$ cat src/rtl/pc_gen_pkg.sv
// Shared types and trap-vector arithmetic for the fetch PC generator.
// Vector math is done at a fixed 64-bit width; callers truncate to XLEN.
package pc_gen_pkg;

  typedef enum logic [1:0] {
    BOOT = 2'd0,
    RUN  = 2'd1,
    WFI  = 2'd2
  } pcg_state_e;

  localparam logic [1:0] MTVEC_DIRECT   = 2'b00;
  localparam logic [1:0] MTVEC_VECTORED = 2'b01;
  localparam int         TV_W           = 64;

  // Modes other than vectored fall back to direct, as does any synchronous trap.
  function automatic logic [TV_W-1:0] trap_vec(input logic [TV_W-1:0] mtvec,
                                               input logic            irq,
                                               input logic [TV_W-1:0] cause);
    logic [TV_W-1:0] base;
    base = {mtvec[TV_W-1:2], 2'b00};
    if (irq && (mtvec[1:0] == MTVEC_VECTORED)) begin
      return base + (cause << 2);
    end
    return base;
  endfunction

endpackage

$ cat src/rtl/pc_gen_if.sv
// Fetch-side handshake: PC generator is master, instruction fetch is slave.
interface pc_gen_if #(
  parameter int XLEN = 32
);
  logic [XLEN-1:0] pc;
  logic            pc_vld;
  logic            fetch_rdy;

  modport master (output pc, output pc_vld, input  fetch_rdy);
  modport slave  (input  pc, input  pc_vld, output fetch_rdy);
endinterface

$ cat src/rtl/pc_redirect_sel.sv
// Combinational redirect arbitration: trap > mret > branch, with target
// formation and rejection of misaligned branch targets.
module pc_redirect_sel
  import pc_gen_pkg::*;
#(
  parameter int XLEN    = 32,
  parameter int CAUSE_W = 5
) (
  input  logic               i_en,
  input  logic               i_trap_vld,
  input  logic               i_trap_irq,
  input  logic [CAUSE_W-1:0] i_trap_cause,
  input  logic [XLEN-1:0]    i_mtvec,
  input  logic               i_mret_vld,
  input  logic [XLEN-1:0]    i_mepc,
  input  logic               i_br_vld,
  input  logic [XLEN-1:0]    i_br_tgt,
  output logic               o_redir,
  output logic [XLEN-1:0]    o_tgt,
  output logic               o_misalign
);

  logic [TV_W-1:0] w_vec;
  logic            w_br_sel;
  logic            w_br_ok;

  assign w_vec    = trap_vec(TV_W'(i_mtvec), i_trap_irq, TV_W'(i_trap_cause));
  assign w_br_ok  = (i_br_tgt[1:0] == 2'b00);
  // A branch only counts as misaligned when it would actually have won arbitration.
  assign w_br_sel = i_en & i_br_vld & ~i_trap_vld & ~i_mret_vld;

  assign o_misalign = w_br_sel & ~w_br_ok;
  assign o_redir    = i_en & (i_trap_vld | i_mret_vld | (i_br_vld & w_br_ok));

  always_comb begin
    o_tgt = i_br_tgt;
    if (i_trap_vld) begin
      o_tgt = w_vec[XLEN-1:0];
    end else if (i_mret_vld) begin
      o_tgt = {i_mepc[XLEN-1:2], 2'b00};
    end
  end

  generate
    if (XLEN < TV_W) begin : g_vec_hi
      logic w_unused_vec_hi;
      assign w_unused_vec_hi = ^w_vec[TV_W-1:XLEN];
    end
  endgenerate

endmodule

$ cat src/rtl/pc_gen.sv
// Architectural fetch PC register with BOOT/RUN/WFI control and
// priority redirect handling, driving fetch over a valid/ready handshake.
module pc_gen
  import pc_gen_pkg::*;
#(
  parameter int              XLEN      = 32,
  parameter logic [XLEN-1:0] RESET_VEC = '0,
  parameter int              CAUSE_W   = 5
) (
  input  logic               i_clk,
  input  logic               i_rst_n,
  input  logic               i_trap_vld,
  input  logic               i_trap_irq,
  input  logic [CAUSE_W-1:0] i_trap_cause,
  input  logic [XLEN-1:0]    i_mtvec,
  input  logic               i_mret_vld,
  input  logic [XLEN-1:0]    i_mepc,
  input  logic               i_br_vld,
  input  logic [XLEN-1:0]    i_br_tgt,
  input  logic               i_wfi_vld,
  input  logic [XLEN-1:0]    i_wfi_pc,
  input  logic               i_irq_pend,
  pc_gen_if.master           if_fetch,
  output logic               o_flush,
  output logic               o_br_misalign,
  output logic               o_sleep
);

  localparam logic [XLEN-1:0] PC_INC = XLEN'(4);

  pcg_state_e      r_state, w_state_nxt;
  logic [XLEN-1:0] r_pc, w_pc_nxt;
  logic            r_vld, w_vld_nxt;
  logic            r_sleep;
  logic            w_en;
  logic            w_redir;
  logic [XLEN-1:0] w_tgt;

  assign w_en = (r_state != BOOT);

  pc_redirect_sel #(
    .XLEN    (XLEN),
    .CAUSE_W (CAUSE_W)
  ) u_sel (
    .i_en         (w_en),
    .i_trap_vld   (i_trap_vld),
    .i_trap_irq   (i_trap_irq),
    .i_trap_cause (i_trap_cause),
    .i_mtvec      (i_mtvec),
    .i_mret_vld   (i_mret_vld),
    .i_mepc       (i_mepc),
    .i_br_vld     (i_br_vld),
    .i_br_tgt     (i_br_tgt),
    .o_redir      (w_redir),
    .o_tgt        (w_tgt),
    .o_misalign   (o_br_misalign)
  );

  // Accepted redirects bypass the fetch handshake entirely.
  always_comb begin
    w_state_nxt = r_state;
    w_pc_nxt    = r_pc;
    w_vld_nxt   = r_vld;
    if (w_redir) begin
      w_state_nxt = RUN;
      w_pc_nxt    = w_tgt;
      w_vld_nxt   = 1'b1;
    end else begin
      unique case (r_state)
        BOOT: w_state_nxt = RUN;
        RUN: begin
          if (i_wfi_vld) begin
            w_state_nxt = WFI;
            w_pc_nxt    = i_wfi_pc + PC_INC;
            w_vld_nxt   = 1'b0;
          end else begin
            if (r_vld && if_fetch.fetch_rdy) begin
              w_pc_nxt = r_pc + PC_INC;
            end
            w_vld_nxt = 1'b1;
          end
        end
        WFI: begin
          if (i_irq_pend) begin
            w_state_nxt = RUN;
            w_vld_nxt   = 1'b1;
          end
        end
        default: begin
          w_state_nxt = BOOT;
          w_vld_nxt   = 1'b0;
        end
      endcase
    end
  end

  always_ff @(posedge i_clk or negedge i_rst_n) begin
    if (!i_rst_n) begin
      r_state <= BOOT;
      r_pc    <= RESET_VEC;
      r_vld   <= 1'b0;
      r_sleep <= 1'b0;
    end else begin
      r_state <= w_state_nxt;
      r_pc    <= w_pc_nxt;
      r_vld   <= w_vld_nxt;
      r_sleep <= (w_state_nxt == WFI);
    end
  end

  assign if_fetch.pc     = r_pc;
  assign if_fetch.pc_vld = r_vld;
  assign o_flush         = w_redir;
  assign o_sleep         = r_sleep;

endmodule

$ cat src/flat_wrapper.sv
// flat-port wrapper written by rule: the top's interface ports become plain ports
module pc_gen_flat import pc_gen_pkg::*;
#(
  parameter int              XLEN      = 32,
  parameter logic [XLEN-1:0] RESET_VEC = '0,
  parameter int              CAUSE_W   = 5
)
  (i_clk, i_rst_n, i_trap_vld, i_trap_irq, i_trap_cause, i_mtvec, i_mret_vld, i_mepc, i_br_vld, i_br_tgt, i_wfi_vld, i_wfi_pc, i_irq_pend, o_flush, o_br_misalign, o_sleep, if_fetch_pc, if_fetch_pc_vld, if_fetch_fetch_rdy);
  pc_gen_if #(.XLEN(XLEN)) if_fetch_i ();
  input  logic i_clk;
  input  logic i_rst_n;
  input  logic i_trap_vld;
  input  logic i_trap_irq;
  input  logic [CAUSE_W-1:0] i_trap_cause;
  input  logic [XLEN-1:0] i_mtvec;
  input  logic i_mret_vld;
  input  logic [XLEN-1:0] i_mepc;
  input  logic i_br_vld;
  input  logic [XLEN-1:0] i_br_tgt;
  input  logic i_wfi_vld;
  input  logic [XLEN-1:0] i_wfi_pc;
  input  logic i_irq_pend;
  output logic o_flush;
  output logic o_br_misalign;
  output logic o_sleep;
  output wire logic [$bits(if_fetch_i.pc)-1:0] if_fetch_pc;
  output wire logic [$bits(if_fetch_i.pc_vld)-1:0] if_fetch_pc_vld;
  input wire logic [$bits(if_fetch_i.fetch_rdy)-1:0] if_fetch_fetch_rdy;
  assign if_fetch_pc = if_fetch_i.pc;
  assign if_fetch_pc_vld = if_fetch_i.pc_vld;
  assign if_fetch_i.fetch_rdy = if_fetch_fetch_rdy;
  pc_gen #(.XLEN(XLEN), .RESET_VEC(RESET_VEC), .CAUSE_W(CAUSE_W)) u_core (.i_clk(i_clk), .i_rst_n(i_rst_n), .i_trap_vld(i_trap_vld), .i_trap_irq(i_trap_irq), .i_trap_cause(i_trap_cause), .i_mtvec(i_mtvec), .i_mret_vld(i_mret_vld), .i_mepc(i_mepc), .i_br_vld(i_br_vld), .i_br_tgt(i_br_tgt), .i_wfi_vld(i_wfi_vld), .i_wfi_pc(i_wfi_pc), .i_irq_pend(i_irq_pend), .if_fetch(if_fetch_i), .o_flush(o_flush), .o_br_misalign(o_br_misalign), .o_sleep(o_sleep));
endmodule
$ cat config.mk
export PLATFORM = sky130hd
export DESIGN_NAME = pc_gen_flat
export DESIGN_NICKNAME = d
export VERILOG_FILES = /design/src/rtl/pc_gen_pkg.sv /design/src/rtl/pc_gen_if.sv /design/src/rtl/pc_redirect_sel.sv /design/src/rtl/pc_gen.sv /design/src/flat_wrapper.sv
export SDC_FILE = /design/constraint.sdc
export NUM_CORES = 1
export LEC_CHECK = 0
export CORE_MARGIN = 2
export CORE_UTILIZATION = 44
export DETAILED_ROUTE_END_ITERATION = 10
export PLACE_DENSITY = 0.91
export SETUP_SLACK_MARGIN = 0.2
export SYNTH_ARGS = -nofsm -noshare
export SYNTH_HDL_FRONTEND = slang
export SYNTH_SLANG_ARGS = --single-unit
$ cat constraint.sdc
create_clock -name i_clk -period 2.55 [get_ports i_clk]
set_input_delay 0.255 -clock i_clk [delete_from_list [all_inputs] [get_ports i_clk]]
set_output_delay 0.255 -clock i_clk [all_outputs]
set_load 0.01 [all_outputs]
# Word level (Yosys, flattened, before mapping)
# Cells that the tools add are included.
[word_totals]
elab_cells = 50
output_inout_bits = 36
in_bits = 142
regBits = 36
[classes]
eq_ne = 6
reduce_logical = 9
add_sub_neg = 3
bitwise_logic = 11
mux = 17
[op_table]
columns = ["cell", "count"]
rows = [
  ["$mux 32", 8],
  ["$add 32x3->32 const B", 2],
  ["$add 32x7->32", 1],
  ["$and 1x1->1", 6],
  ["$mux 2", 3],
  ["$pmux 2 s3", 1],
  ["$eq 2x1->1 const B", 2],
  ["$eq 2x2->1 const B", 2],
  ["$logic_not 2->1", 2],
  ["$mux 1", 4],
  ["$reduce_and 2->1", 2],
  ["$reduce_bool 2->1", 2],
  ["$ne 3x3->1 const B", 1],
  ["$not 1->1", 3],
  ["$pmux 1 s3", 1],
  ["$reduce_bool 3->1", 1],
  ["$logic_and 1x1->1", 2],
  ["$ne 2x2->1 const B", 1],
  ["$or 1x1->1", 2],
]

# Depth between registers and ports, before layout
[depth]
word_depth = 6
mapped_depth = 12
mapped_depth_nobuf = 8

# Cells and area by module
# A second synthesis with hierarchy kept.
[unflattened]
cells_unflattened = 585
hier_area_um2 = 4534.3
[modules_own_cells]
columns = ["mod", "seq_area_each_um2", "cells_each", "area_per_inst_um2", "instances"]
rows = [
  ["pc_gen", 900.9, 346, 2969.1, 1],
  ["pc_redirect_sel", 0.0, 239, 1565.3, 1],
]

# Worst setup path before layout
# OpenSTA, ideal clock, no wires.
[synth_path]
kind = "input -> register"
startpoint = "input port i_wfi_vld"
endpoint = "register u_core.r_pc[30] (netlist: u_core.if_fetch.pc[30])"
slack_ns = -0.556
arrival_time_ns = 2.965
cell_stages = 12
path_cell_list = "buf_4 -> buf_2 -> clkbuf_1 -> clkbuf_1 -> mux2_2 -> ha_1 -> inv_1 -> a211oi_2 -> nand4_1 -> or4_1 -> a21oi_1 -> a211oi_1"
[synth_between]
elab_chain_len = 3
elab_cells_between_ends = 5
cone_classes = "3 x mux; 2 x reduce/logical"
[synth_lines]
columns = ["element", "line_no", "rtl"]
rows = [
  ["start: declaration", "flat_wrapper.sv:20", "input logic i_wfi_vld;"],
  ["$mux 32", "pc_gen.sv:72", "if (i_wfi_vld) begin"],
  ["$mux 32", "pc_gen.sv:69", "unique case (r_state)"],
  ["$mux 32", "pc_gen.sv:64", "if (w_redir) begin"],
  ["end signal: assignment", "pc_gen.sv:105", "r_pc <= w_pc_nxt;"],
  ["end: declaration", "pc_gen.sv:32", "logic [XLEN-1:0] r_pc, w_pc_nxt;"],
]
# Parallel ways exist; a longest one is shown, timed or not. The select of a mux whose other input is x is not followed.
# A chain may end at the register's enable or synchronous reset.

# Worst setup path after layout
[layout_path]
startpoint = "input port i_mtvec[5]"
endpoint = "register u_core.r_pc[17] (netlist: u_core.if_fetch.pc[17])"
[layout_between]
elab_chain_len = 5
[layout_lines]
columns = ["element", "line_no", "rtl"]
rows = [
  ["start: declaration", "flat_wrapper.sv:15", "input logic [XLEN-1:0] i_mtvec;"],
  ["$add 32x7->32", "pc_gen_pkg.sv:22", "return base + (cause << 2);"],
  ["$mux 32", "pc_gen_pkg.sv:21", "if (irq && (mtvec[1:0] == MTVEC_VECTORED)) begin"],
  ["$mux 32", "pc_gen_pkg.sv:24", "return base;"],
  ["$mux 32", "pc_redirect_sel.sv:37", "if (i_trap_vld) begin"],
  ["$mux 32", "pc_gen.sv:64", ""],
]
# Every way passes these cells. The select of a mux whose other input is x is not followed.

==> results.tsv <==
stage	metric	value	unit
drt	final WL	15610	microns
sta	Final Max Tran Viols	0	
global_route	initial antenna violation count	0	
global_route	vias in the first global route	4726	
clock_tree	CTS max path bufs	2	
drt	wire per inst	18.92	microns
setup_path	Worst setup SP type	input pin	
synth	register area share after synthesis	22.20	%
sta	worst-margin pin slew	0.5740	ns
setup_path	Crit path top cell by count	a21oi_1	
placement	Cell Area, Placed	6269	sq um
sta	worst setup margin	0.2132	ns
power_and_ir_drop	Pleak	2.539	nW
power_and_ir_drop	Psw	1.854	mW
clock_tree	CTS buffer count	5	
setup_path	Crit-path slowest cell	clkdlybuf4s50_1	
synth	dominant synthesized flop cell	dfrtp_1	
global_route	global routing met1 resource utilization	39.56	%
synth	asr flop ratio synth	100.0	%
power_and_ir_drop	pwr/cell area	652.5	nW/um^2
power_and_ir_drop	Power Internal	2.350	mW
synth	commonest cells in the netlist	51 x nand2_1, 36 x dfrtp_1, 32 x nor2_1	
synth	cell taking the most area after synthesis	dfrtp_1	
min_path	worst hold path type	in -> async	
sta	setup violators final	0	
synth	cell with the most instances after synthesis	nand2_1	
power_and_ir_drop	Switching Share	44.11	%
setup_path	Worst Path Max Fanout	9	
power_and_ir_drop	worst vdd ir	0.3021	mV
global_route	GR Util met2	52.29	%
drt	routed vias/inst	6.091	
clock_tree	clock-pin slew on the worst setup and hold paths	0.08	ns
finish	Design Area, Final	6442	sq um
floorplan	DIE WIDTH	100.0	microns
drt	Vias	5025	
floorplan	die height	100.0	microns
global_route	gr usage total	30.14	%
clock_tree	CTS sink cnt	36	
global_route	Most Crowded Layer GR	met2	
sta	minimum clock period	2.337	ns
finish	Ant. Diodes	0	
finish	# fillers	741	
synth	yosys warns	0	
setup_path	CP Capture Type	flop	
finish	layout cell share with drive strength beyond 1	14.43	%
finish	Total Nets Final	868	
setup_path	r2r setup slk	0.31	ns
clock_tree	clk_lat worst skew	0.29	ns
synth	Yosys reg bits	36	
synth	Post-Synthesis Cells	508	
drt	drt pass-1 iters	5	
sta	fin crit share	91.64	%
drt	DRC viols	0	
placement	RD Place Congestion	0.8770	
power_and_ir_drop	Comb power frac	62.6	%
sta	Max Clk Rate	0.4279	GHz
synth	mean cell area of the mapped netlist	7.987	sq um
clock_tree	CTS tree	done	
sta	endpoints failing hold	0	
setup_path	critical path's largest stage delay	0.45	ns
floorplan	Die ar.	10010	sq um
setup_path	WP data arrival	2.50	ns
synth	syn_nets	662	
sta	Final Skew	0.007492	ns
sta	setup repair after global routing missed its margin	yes	
sta	relative slew slack	61.73	%
synth	post-synth top area share	22.20	%
floorplan	row count	35	
floorplan	area of the core	9109	sq um
placement	Detailed Place HPWL	12360	microns
synth	Netlist cell types	57	
synth	top cells by area, synth	dfrtp_1 22%, mux2i_1 6.9%, xor2_1 6.3%	
status	outcome	finished clean	
floorplan	Ports	178	
setup_path	Top Family by Delay on Critical Path	compound AO/OA/AOI/OAI gates	
global_route	global-route wire length before repair	23900	microns
power_and_ir_drop	clock power share	9.4	%
synth	Post-synth EDFFs	0	
drt	Detailed Route Iter0 Violations	413	
clock_tree	Max H-tree Level	2	
global_route	largest net degree at the start of global routing	39	
placement	post-placement setup slack	-0.2446	ns
setup_path	worst path required time	2.71	ns
job	Max-Cap Viols	0	
floorplan	Starting Density	44.55	%
setup_path	WS Path Type	in -> reg	
global_route	global route overflow	0	
synth	Synth Cell Area	4058	sq um
finish	area grow syn2layout	58.77	%
clock_tree	root buffer cell	clkbuf_8	
setup_path	Bufs and invs on worst path	3	
setup_path	CP Cell Sequence	clkdlybuf4s50_1 -> ha_1 -> a21o_1 -> a21oi_1 -> buf_4 -> a21oi_1 -> buf_4 -> a31o_2 -> a21oi_1 -> nor3_1	
placement	Buffers on Ports	175	
power_and_ir_drop	sequential share of power	28.0	%
drt	Final ANT Viol Nets	0	
global_route	GR Util met3	3.900	%
[power groups by stage]
stage	clock, mW	sequential (mW)	combinational (mW)
2_1_floorplan	0	1.21	1.20
3_3_place_gp	0	1.16	2.50
3_5_place_dp	0	1.18	2.56
4_1_cts	0.398	1.17	2.57
5_1_grt	0.418	1.22	2.81
6_report	0.397	1.18	2.63
[placed cells by master (no fill, tap or decap), types with 6 or more instances in the layout]
cell type,instances
ha_1,9
nor3_1,8
a21oi_1,25
nand3b_1,6
nor2b_1,9
a211oi_1,20
mux2i_1,28
xor2_1,29
nand4_1,18
o21ai_0,20
nand3_1,20
mux2_2,18
a221oi_1,6
and3_1,6
o22ai_1,17
nor2_1,31
a21o_1,8
clkdlybuf4s50_1,171
inv_1,6
dfrtp_1,36
xnor2_1,19
nand2_1,50
buf_4,49
[final timing paths]
| check | start | depth (start not counted) | end |
|---|---|---|---|
| worst max-delay path | i_mtvec[5] | 10 | u_core.if_fetch.pc[17] |
| worst min-delay path | i_rst_n | 2 | u_core.if_fetch.pc[0] |
| worst max register to register | u_core.if_fetch.pc[14] | 7 | u_core.if_fetch.pc[29] |
| worst min register to register | u_core.if_fetch.pc[0] | 2 | u_core.if_fetch.pc[0] |
| max in group asynchronous | i_rst_n | 2 | u_core.if_fetch.pc[23] |
| min in group i_clk | i_mret_vld | 5 | u_core.if_fetch.pc[1] |
[what timing repair did]
item / 4_1_cts / 5_1_grt
hold buffers: 0 / 0
pin swaps: 0 / 8
setup endpoints to repair: 11 / 23
endpoints found under the hold margin: 0 / 0
setup buffers: 0 / 2
resized for setup: 2 / 21
[metrics by stage]
stage | utilization, % | TNS (ns) | std cells | power [mW] | hold WS, ns
floorplan | - | -0.04272 | 508 | 2.406 | -0.04059
global placement | 68.82 | -1.232 | 816 | 3.655 | 0.5115
detailed placement | 68.82 | -2.023 | 816 | 3.732 | 0.5287
CTS | 69.77 | 0 | 823 | 4.139 | 0.4054
global route | 70.73 | 0 | 825 | 4.448 | 0.4436
finish | 70.73 | 0 | 825 | 4.204 | 0.3996
[cells by family after synthesis]
| group | after synthesis | synth area share [%] |
|---|---|---|
| simple gates | 181 | 23.13 |
| compound gates | 145 | 24.14 |
| xor+xnor | 49 | 10.58 |
| mux | 48 | 12.46 |
| buf+inv | 37 | 3.608 |
| flops | 36 | 22.20 |
| fa+ha+maj | 12 | 3.885 |
[worst register-to-register path, delay by kind of cell (launching register included)]
kind,cells,cell delay [ns]
AND/OR/NAND/NOR,3,0.87
AO/OA/AOI/OAI,3,0.59
flip-flops,1,0.45
buffers and inverters,1,0.21
[layer usage]
layer  vias up  part of all wire [%]
met5         -                     0
met4         0                   2.0
met3        29                   8.4
met2       280                    48
met1      2379                    41
li1       2337                     -
[state kept, by name, indices dropped and copies added (netlist names)]
name,cells
u_core.if_fetch.pc,32
u_core.if_fetch.pc_vld,1
u_core.o_sleep,1
u_core.r_state,2
[area by class of cell]
type,instances,area (sq um),share of cell area [%]
clock inverter,1,5.005,0.07768
inverter,9,36.28,0.5632
sequential,36,900.9,13.98
tap,111,138.9,2.156
multi-input combinational,435,3114,48.34
timing repair buffer,227,2175,33.75
clock buffer,6,72.57,1.126
Power figures use the tool's default switching activity.
